[src/rtl/risc_mem_pkg.sv]
// risc_mem_pkg: shared state encoding, access sizes and byte-lane helpers for the core memory controllers
package risc_mem_pkg;
  typedef enum logic [1:0] {IDLE, LOAD_WAIT, RMW_READ, RMW_WRITE} state_t;
  localparam logic SIZE_BYTE = 1'b0;
  localparam logic SIZE_WORD = 1'b1;
  function automatic logic [31:0] lane_extract(input logic [31:0] w, input logic [1:0] lane, input logic sgn);
    logic [7:0] b;
    b = w[{lane, 3'b000} +: 8];
    return {{24{sgn & b[7]}}, b};
  endfunction
  function automatic logic [31:0] lane_merge(input logic [31:0] w, input logic [1:0] lane, input logic [7:0] b);
    logic [31:0] m;
    m = w;
    m[{lane, 3'b000} +: 8] = b;
    return m;
  endfunction
endpackage

[src/rtl/byte_lane_unit.sv]
// byte_lane_unit: combinational byte-lane extract/extend and merge for 32-bit little-endian words
module byte_lane_unit
  import risc_mem_pkg::*;
(
  input  logic [31:0] word,
  input  logic [1:0]  lane,
  input  logic        sgn,
  input  logic [7:0]  wbyte,
  output logic [31:0] ext,
  output logic [31:0] merged
);
  assign ext    = lane_extract(word, lane, sgn);
  assign merged = lane_merge(word, lane, wbyte);
endmodule

[src/rtl/ram_access_ctrl.sv]
// ram_access_ctrl: byte/word load/store front end for the synchronous data RAM, byte stores by read-modify-write
module ram_access_ctrl
  import risc_mem_pkg::*;
#(
  parameter int addrWidth = 4,
  parameter int dataWidth = 32
) (
  input  logic                 clk,
  input  logic                 reset,
  input  logic                 req_valid,
  output logic                 req_ready,
  input  logic                 req_write,
  input  logic                 req_size,
  input  logic                 req_signed,
  input  logic [addrWidth+1:0] req_addr,
  input  logic [dataWidth-1:0] req_wdata,
  output logic                 resp_valid,
  output logic [dataWidth-1:0] resp_rdata,
  output logic                 resp_error,
  output logic [addrWidth-1:0] ram_read_address,
  output logic [addrWidth-1:0] ram_write_address,
  output logic                 ram_write,
  output logic [dataWidth-1:0] ram_in,
  input  logic [dataWidth-1:0] ram_out
);
  state_t state, state_n;
  logic [addrWidth-1:0] idx_q, req_idx;
  logic [1:0] lane_q;
  logic size_q, sgn_q, store_q, err_q, accept, misalign;
  logic [7:0] byte_q;
  logic [dataWidth-1:0] merge_q, lane_ext, lane_mrg;
  assign req_idx   = req_addr[addrWidth+1:2];
  assign misalign  = (req_size == SIZE_WORD) & (|req_addr[1:0]);
  assign req_ready = (state == IDLE) & ~reset;
  assign accept    = req_valid & req_ready;
  // Address is presented combinationally in IDLE so the RAM samples it on the accept edge.
  assign ram_read_address  = (state == IDLE) ? req_idx : idx_q;
  assign ram_write_address = (state == IDLE && req_write && req_size == SIZE_WORD) ? req_idx : idx_q;
  assign ram_write = ~reset & ((accept & req_write & (req_size == SIZE_WORD) & ~misalign) | (state == RMW_WRITE));
  assign ram_in    = (state == RMW_WRITE) ? merge_q : req_wdata;
  byte_lane_unit u_lane (
    .word  (ram_out),
    .lane  (lane_q),
    .sgn   (sgn_q),
    .wbyte (byte_q),
    .ext   (lane_ext),
    .merged(lane_mrg)
  );
  always_comb begin
    state_n = state;
    if (state == IDLE && accept) state_n = (req_write && req_size == SIZE_BYTE) ? RMW_READ : LOAD_WAIT;
    else if (state == RMW_READ) state_n = RMW_WRITE;
    else if (state != IDLE) state_n = IDLE;
  end
  always_ff @(posedge clk or posedge reset) begin
    if (reset) begin
      state      <= IDLE;
      idx_q      <= '0;
      lane_q     <= '0;
      size_q     <= 1'b0;
      sgn_q      <= 1'b0;
      store_q    <= 1'b0;
      err_q      <= 1'b0;
      byte_q     <= '0;
      merge_q    <= '0;
      resp_valid <= 1'b0;
      resp_rdata <= '0;
      resp_error <= 1'b0;
    end else begin
      state      <= state_n;
      resp_valid <= (state == LOAD_WAIT) | (state == RMW_WRITE);
      if (accept) begin
        idx_q   <= req_idx;
        lane_q  <= req_addr[1:0];
        size_q  <= req_size;
        sgn_q   <= req_signed;
        store_q <= req_write;
        err_q   <= misalign;
        byte_q  <= req_wdata[7:0];
      end
      if (state == RMW_READ) merge_q <= lane_mrg;
      if (state == LOAD_WAIT) begin
        resp_error <= err_q;
        resp_rdata <= (err_q | store_q) ? '0 : ((size_q == SIZE_WORD) ? ram_out : lane_ext);
      end
      if (state == RMW_WRITE) begin
        resp_error <= 1'b0;
        resp_rdata <= '0;
      end
    end
  end
endmodule

[config.mk]
export PLATFORM = sky130hd
export DESIGN_NAME = ram_access_ctrl
export DESIGN_NICKNAME = d
export VERILOG_FILES = /design/src/rtl/risc_mem_pkg.sv /design/src/rtl/byte_lane_unit.sv /design/src/rtl/ram_access_ctrl.sv
export SDC_FILE = /design/constraint.sdc
export NUM_CORES = 1
export LEC_CHECK = 0
export CAP_MARGIN = 20
export CORE_MARGIN = 5
export CORE_UTILIZATION = 47
export DETAILED_ROUTE_END_ITERATION = 8
export PLACE_DENSITY = 0.92
export SLEW_MARGIN = 20
export SYNTH_ARGS = -nofsm -noshare
export SYNTH_HDL_FRONTEND = slang
export SYNTH_SLANG_ARGS = --single-unit
[constraint.sdc]
create_clock -name clk -period 3.45 [get_ports clk]
set_input_delay 0.69 -clock clk [delete_from_list [all_inputs] [get_ports clk]]
set_output_delay 0.69 -clock clk [all_outputs]
set_load 0.01 [all_outputs]
==> flow_metrics.py, run 1 <==
metrics = {
    "detailed_routing": {
        "drt_iter0_drc": 477,
        "vias": 4308,
        "drc": 14,
        "ant_nets": 0,
        "first_pass_iters": 9,
        "via_per_inst": 6.03,
        "wl_mm": 14.6,
        "routedWlPerCell_um": 20.5,
    },
    "worst_setup_path": {
        "cp-start-kind": "flip-flop",
        "crit_required_ns": 2.76,
        "arrival_ns": 2.52,
        "r2r_cells": 6,
        "path_max_fanout": 12,
        "timing.rr.start": "lane_q[1]",
        "r2r-end": "merge_q[20]",
        "critPathKind": "reg -> out",
        "worstSetupEndpointType": "output pin",
        "regToRegSetupSlack_ns": 1.11,
    },
    "yosys": {
        "ys_ff_latch": 86,
        "yosysUniqueCellTypes": 44,
        "syn_avg_cell_area_um2": 10.6,
        "synth_nets": 531,
        "ys.flop_type": "dfrtp_1",
        "syn-instance-count": 450,
        "ys_seq_area_frac": 0.453,
        "netlist_area_um2": 4750,
        "synth-edff-count": 0,
        "ys.warnings.count": 0,
        "async_flop_share": 1.00,
    },
    "clock_tree": {
        "postCtsSetupBuffers": 0,
        "insertion_delay_ns": 0.37,
        "clkTransAtPathRegs_ns": 0.09,
        "numCtsBuffers": 9,
        "clkSinkCount": 86,
        "root_buffer": "clkbuf_8",
        "ctsHoldBuffers": 0,
        "htreeDepth": 3,
        "cts_tree": "built",
        "cts_resized": 0,
        "cts_buffer_depth": 2,
    },
    "power": {
        "ir_drop_uv": 387,
        "p_leak_nw": 2.66,
        "p_total_mw": 5.02,
        "p_per_area_nw_per_um2": 767,
    },
    "finish": {
        "drive_gt1_frac": 0.150,
        "layout_common_cells": "clkdlybuf4s50_1, dfrtp_1, mux2_2, nand2_1, o21ai_0",
        "area_growth_pct": 38.0,
        "postLayoutCoreUtil": 0.667,
        "final_area_um2": 6550,
        "diodes": 0,
        "nets": 658,
        "layout_commonest_cell": "clkdlybuf4s50_1",
        "fill_cells": 767,
        "fin_cells": 714,
    },
    "floorplanning": {
        "die_h_um": 111,
        "io_pins": 152,
        "die-area_um2": 12200,
        "fp.dieW_um": 111,
        "num_rows": 36,
        "core_area_um2": 9820,
        "initial_core_util": 0.484,
    },
    "sta": {
        "setup_ws_ns": 0.237,
        "tightest_slew_ns": 1.01,
        "slew_headroom": 0.326,
        "setup_viol": 0,
        "min_period_ns": 3.21,
        "fin_tns_setup_ns": 0,
        "final.setup_skew_ns": 0.0158,
        "fin_crit_sh": 0.931,
        "rsz0062_at_grt": "no",
        "hold_viol": 0,
        "max_freq_mhz": 311,
        "drv_slew": 0,
        "holdWs_ns": 0.485,
    },
    "placement": {
        "finalWeightedCongestion": 0.902,
        "io_buffers": 151,
        "hpwl_mm": 10.8,
        "dp_cells": 699,
        "placed_area_um2": 6310,
        "dp_slack_ns": 0.381,
    },
    "global_routing": {
        "gr-usage-all-layers": 0.234,
        "grt-ovfl-total": 0,
        "grt_max_degree": 67,
        "grt_pass1_vias": 4326,
        "grt_pass1_wl_mm": 23.5,
        "antenna_found_initial": 0,
    },
    "run_status": {
        "outcome": "finished with violations",
        "violations": "DRC",
    },
    "hold_path": {
        "min_to": "merge_q[24]",
        "min_path_cells": 2,
        "hp-class": "reg -> reg",
        "min_from": "merge_q[24]",
    },
    "run": {
        "drv_cap": 0,
    },
}
## critical path, stage by stage (launching register included)
cell	delay [ns]
dfrtp_1	0.56
nor2_1	0.41
and3_1	0.33
mux2_2	0.37
clkdlybuf4s50_1	0.48
## worst max-delay path by stage
| stage | from | endpoint | slack, ns | depth (start not counted) |
|---|---|---|---|---|
| final | state[0] | ram_write_address[1] | 0.24 | 4 |
| after global routing | state[0] | ram_write_address[1] | 0.15 | 4 |
| after CTS | state[0] | ram_write_address[1] | 0.24 | 4 |
| after detailed placement | reset | ram_write | 0.38 | 5 |
| after global placement | req_size | ram_write_address[1] | 0.47 | 4 |
| after floorplan | reset | byte_q[0] | 0.54 | 1 |
## synth_stat cells (2+ instances only)
master | instances | share of area
o21ai_0 | 41 | 0.043
clkbuf_1 | 26 | 0.021
nor4bb_1 | 4 | 0.0084
o2bb2ai_1 | 30 | 0.055
nand3b_1 | 2 | 0.0032
inv_1 | 7 | 0.0055
a221o_1 | 2 | 0.0042
buf_1 | 2 | 0.0016
a222oi_1 | 24 | 0.051
nor2_1 | 5 | 0.0040
mux2i_1 | 4 | 0.0084
ha_1 | 5 | 0.013
nand2b_1 | 2 | 0.0026
a21oi_1 | 30 | 0.032
mux2_2 | 57 | 0.14
buf_2 | 10 | 0.011
a2111oi_0 | 4 | 0.0074
nor2b_1 | 36 | 0.047
buf_6 | 3 | 0.0071
a22o_1 | 2 | 0.0037
and3_1 | 5 | 0.0066
dfrtp_1 | 86 | 0.45
nand2_1 | 41 | 0.032
and4b_1 | 2 | 0.0042
## where the power goes
| group | leakage, nW | switching, mW | internal (mW) | total (mW) |
|---|---|---|---|---|
| logic | 1.44 | 1.18 | 1.16 | 2.35 |
| clock network | 0.123 | 0.363 | 0.499 | 0.862 |
| registers | 1.10 | 0.414 | 1.40 | 1.81 |
| total | 2.66 | 1.96 | 3.06 | 5.02 |
## area by class of cell
cell class,count,area [um2],share of cell area
inverters,7,27.5,0.00420
repair buffers,159,1580,0.242
flip-flops and latches,86,2150,0.328
multi-input cells,314,2380,0.363
clock buffers,10,138,0.0210
clock inverters,5,108,0.0164
well taps,133,166,0.0254
## sequential cells by signal, indices dropped and copies added, names as in the netlist
signal / count
sgn_q: 1
size_q: 1
idx_q: 4
resp_valid: 1
byte_q: 8
lane_q: 2
store_q: 1
merge_q: 32
resp_error: 1
resp_rdata: 32
state: 2
err_q: 1
## routing by layer
| layer | global-route usage | routed length [um] | up-vias |
|---|---|---|---|
| met2 | 0.377 | 7060 | 256 |
| met3 | 0.0553 | 1220 | 42 |
| met5 | 0.0167 | 0 | - |
| met1 | 0.295 | 5780 | 2075 |
| li1 | - | - | 1935 |
| met4 | 0.111 | 568 | 0 |
## cells by family (layout without fill, tap and decap cells)
group                    count (synthesis)  in the layout  share of synthesized area
AO/OA/AOI/OAI                          142            142                      0.213
AND/OR/NAND/NOR                        106            106                      0.129
flip-flops                              86             86                      0.453
multiplexers                            61             61                      0.144
buffers and inverters                   50            181                     0.0480
adder cells (fa/ha/maj)                  5              5                     0.0132
(Power assumes the default switching activity.)
==> run 2: changes to the inputs <==
Settings changed: CAP_MARGIN 20 to 10.
==> results of run 2 <==
No change in the layout: final DEF, timing and power equal those of run 1.
==> run 3: changes to the inputs <==
Settings changed: CTS_CLUSTER_SIZE set to 30, SLEW_MARGIN 20 to 10.
==> flow_metrics.py, run 3 (synthesized netlist as in run 1, its figures left out) <==
metrics = {
    "power": {
        "intPower_mw": 2.99,
        "p_per_area_nw_per_um2": 761,
        "p_sw_mw": 1.98,
        "ir_drop_uv": 376,
        "p_leak_nw": 2.65,
        "combPwrFrac": 0.474,
        "swShare": 0.398,
        "clkPwrFrac": 0.161,
        "seq_power_share": 0.365,
    },
    "finish": {
        "area_growth_pct": 37.5,
        "layout_common_cells": "clkdlybuf4s50_1, dfrtp_1, mux2_2, nand2_1, o21ai_0",
        "top_regs": "merge_q: 32 flops, resp_rdata: 32 flops, byte_q: 8 flops",
        "multiInputGateArea_um2": 2380,
        "register_area_um2": 2150,
        "layout_commonest_cell": "clkdlybuf4s50_1",
        "fill_cells": 770,
        "drive_gt1_frac": 0.149,
        "nets": 658,
        "diodes": 0,
    },
    "global_routing": {
        "grt_max_degree": 67,
        "grt_use_met2": 0.374,
        "grt_pass1_vias": 4390,
        "grt_pass1_wl_mm": 23.5,
        "grt_use_met3": 0.0656,
        "use_met1": 0.296,
        "top_usage_layer": "met2",
        "gr-usage-all-layers": 0.234,
        "grt-ovfl-total": 0,
        "antenna_found_initial": 0,
    },
    "clock_tree": {
        "postCtsSetupBuffers": 0,
        "numCtsBuffers": 9,
        "clkTransAtPathRegs_ns": 0.09,
        "clkSinkCount": 86,
        "htreeDepth": 3,
        "cts_buffer_depth": 2,
        "cts_tree": "built",
        "root_buffer": "clkbuf_8",
        "cts_resized": 0,
        "ctsHoldBuffers": 0,
        "insertion_delay_ns": 0.37,
    },
    "worst_setup_path": {
        "cp-start-kind": "flip-flop",
        "worstSetupEndpointType": "output pin",
        "crit_required_ns": 2.76,
        "crit_slowest_cell": "dfrtp_1",
        "regToRegSetupSlack_ns": 1.04,
        "worstPathCellList": "nor2_1, and3_1, mux2_2, clkdlybuf4s50_1",
        "critPathMaxStageDelay_ns": 0.55,
        "critPathKind": "reg -> out",
        "path_max_fanout": 12,
        "arrival_ns": 2.56,
    },
    "sta": {
        "setup_viol": 0,
        "hold_viol": 0,
        "fin_crit_sh": 0.942,
        "fin_tns_setup_ns": 0,
        "slew_headroom": 0.325,
        "tightest_slew_ns": 1.01,
        "holdWs_ns": 0.487,
        "setup_ws_ns": 0.201,
        "rsz0062_at_grt": "no",
        "final.setup_skew_ns": 0.0102,
        "min_period_ns": 3.25,
        "drv_slew": 0,
        "max_freq_mhz": 308,
    },
    "placement": {
        "hpwl_mm": 10.8,
        "dp_slack_ns": 0.384,
        "finalWeightedCongestion": 0.902,
        "io_buffers": 151,
    },
    "floorplanning": {
        "die-area_um2": 12200,
        "core_area_um2": 9820,
        "initial_core_util": 0.484,
        "num_rows": 36,
        "io_pins": 152,
        "die_h_um": 111,
        "fp.dieW_um": 111,
    },
    "detailed_routing": {
        "first_pass_iters": 9,
        "drt_iter0_drc": 486,
        "ant_nets": 0,
        "via_per_inst": 5.97,
        "routedWlPerCell_um": 20.6,
        "wl_mm": 14.7,
        "drc": 19,
        "vias": 4271,
    },
    "run_status": {
        "violations": "DRC",
        "outcome": "finished with violations",
    },
    "run": {
        "drv_cap": 0,
    },
    "hold_path": {
        "hp-class": "reg -> reg",
    },
}
[run 3: changes by cell type in the layout (fill, tap and decap cells not counted)]
cell and delta:
clkinv_2 +1, clkbuf_1 +1, bufinv_16 -1
[run 3: layout make-up]
| type | instances | area share |
|---|---|---|
| Multi-Input combinational cell | 314 | 0.364 |
| Timing Repair Buffer | 159 | 0.243 |
| Sequential cell | 86 | 0.330 |
| Tap cell | 133 | 0.0255 |
| Clock buffer | 11 | 0.0216 |
| Inverter | 7 | 0.00421 |
| Clock inverter | 5 | 0.0126 |
[run 3: layer usage]
metal	routed length, um	share of wire
met5	0	0
met4	633	0.043
met3	1120	0.076
met2	6990	0.48
met1	5960	0.41
[run 3: worst paths after layout]
check / endpoint / cells after the start / startpoint
setup / recovery: ram_write_address[1] / 4 / state[0]
hold / removal: merge_q[28] / 2 / merge_q[28]
setup reg to reg: merge_q[20] / 6 / lane_q[1]
hold reg to reg: merge_q[28] / 2 / merge_q[28]
max in group asynchronous: resp_rdata[23] / 3 / reset
min in group asynchronous: merge_q[2] / 2 / reset
[run 3: through the flow]
step | util | power (mW) | std cells | area (um2)
floorplan | - | 3.24 | 450 | 4750
global placement | 0.642 | 4.02 | 699 | 6300
detailed placement | 0.642 | 4.14 | 699 | 6300
CTS | 0.665 | 4.94 | 715 | 6530
global route | 0.665 | 5.28 | 715 | 6530
finish | 0.665 | 4.97 | 715 | 6530
[run 3: power groups by stage]
stage | registers [mW] | logic [mW] | clock network (mW)
after CTS | 1.80 | 2.34 | 0.801
after floorplan | 1.65 | 1.59 | 0
final | 1.81 | 2.35 | 0.803
after detailed placement | 1.81 | 2.32 | 0
after global routing | 1.87 | 2.56 | 0.854
after global placement | 1.80 | 2.23 | 0
[run 3: worst max-delay path: cells and delay by family (launching register included)]
kind,cells,cell delay [ns]
buffers and inverters,1,0.48
AND/OR/NAND/NOR,2,0.78
flip-flops,1,0.55
multiplexers,1,0.37
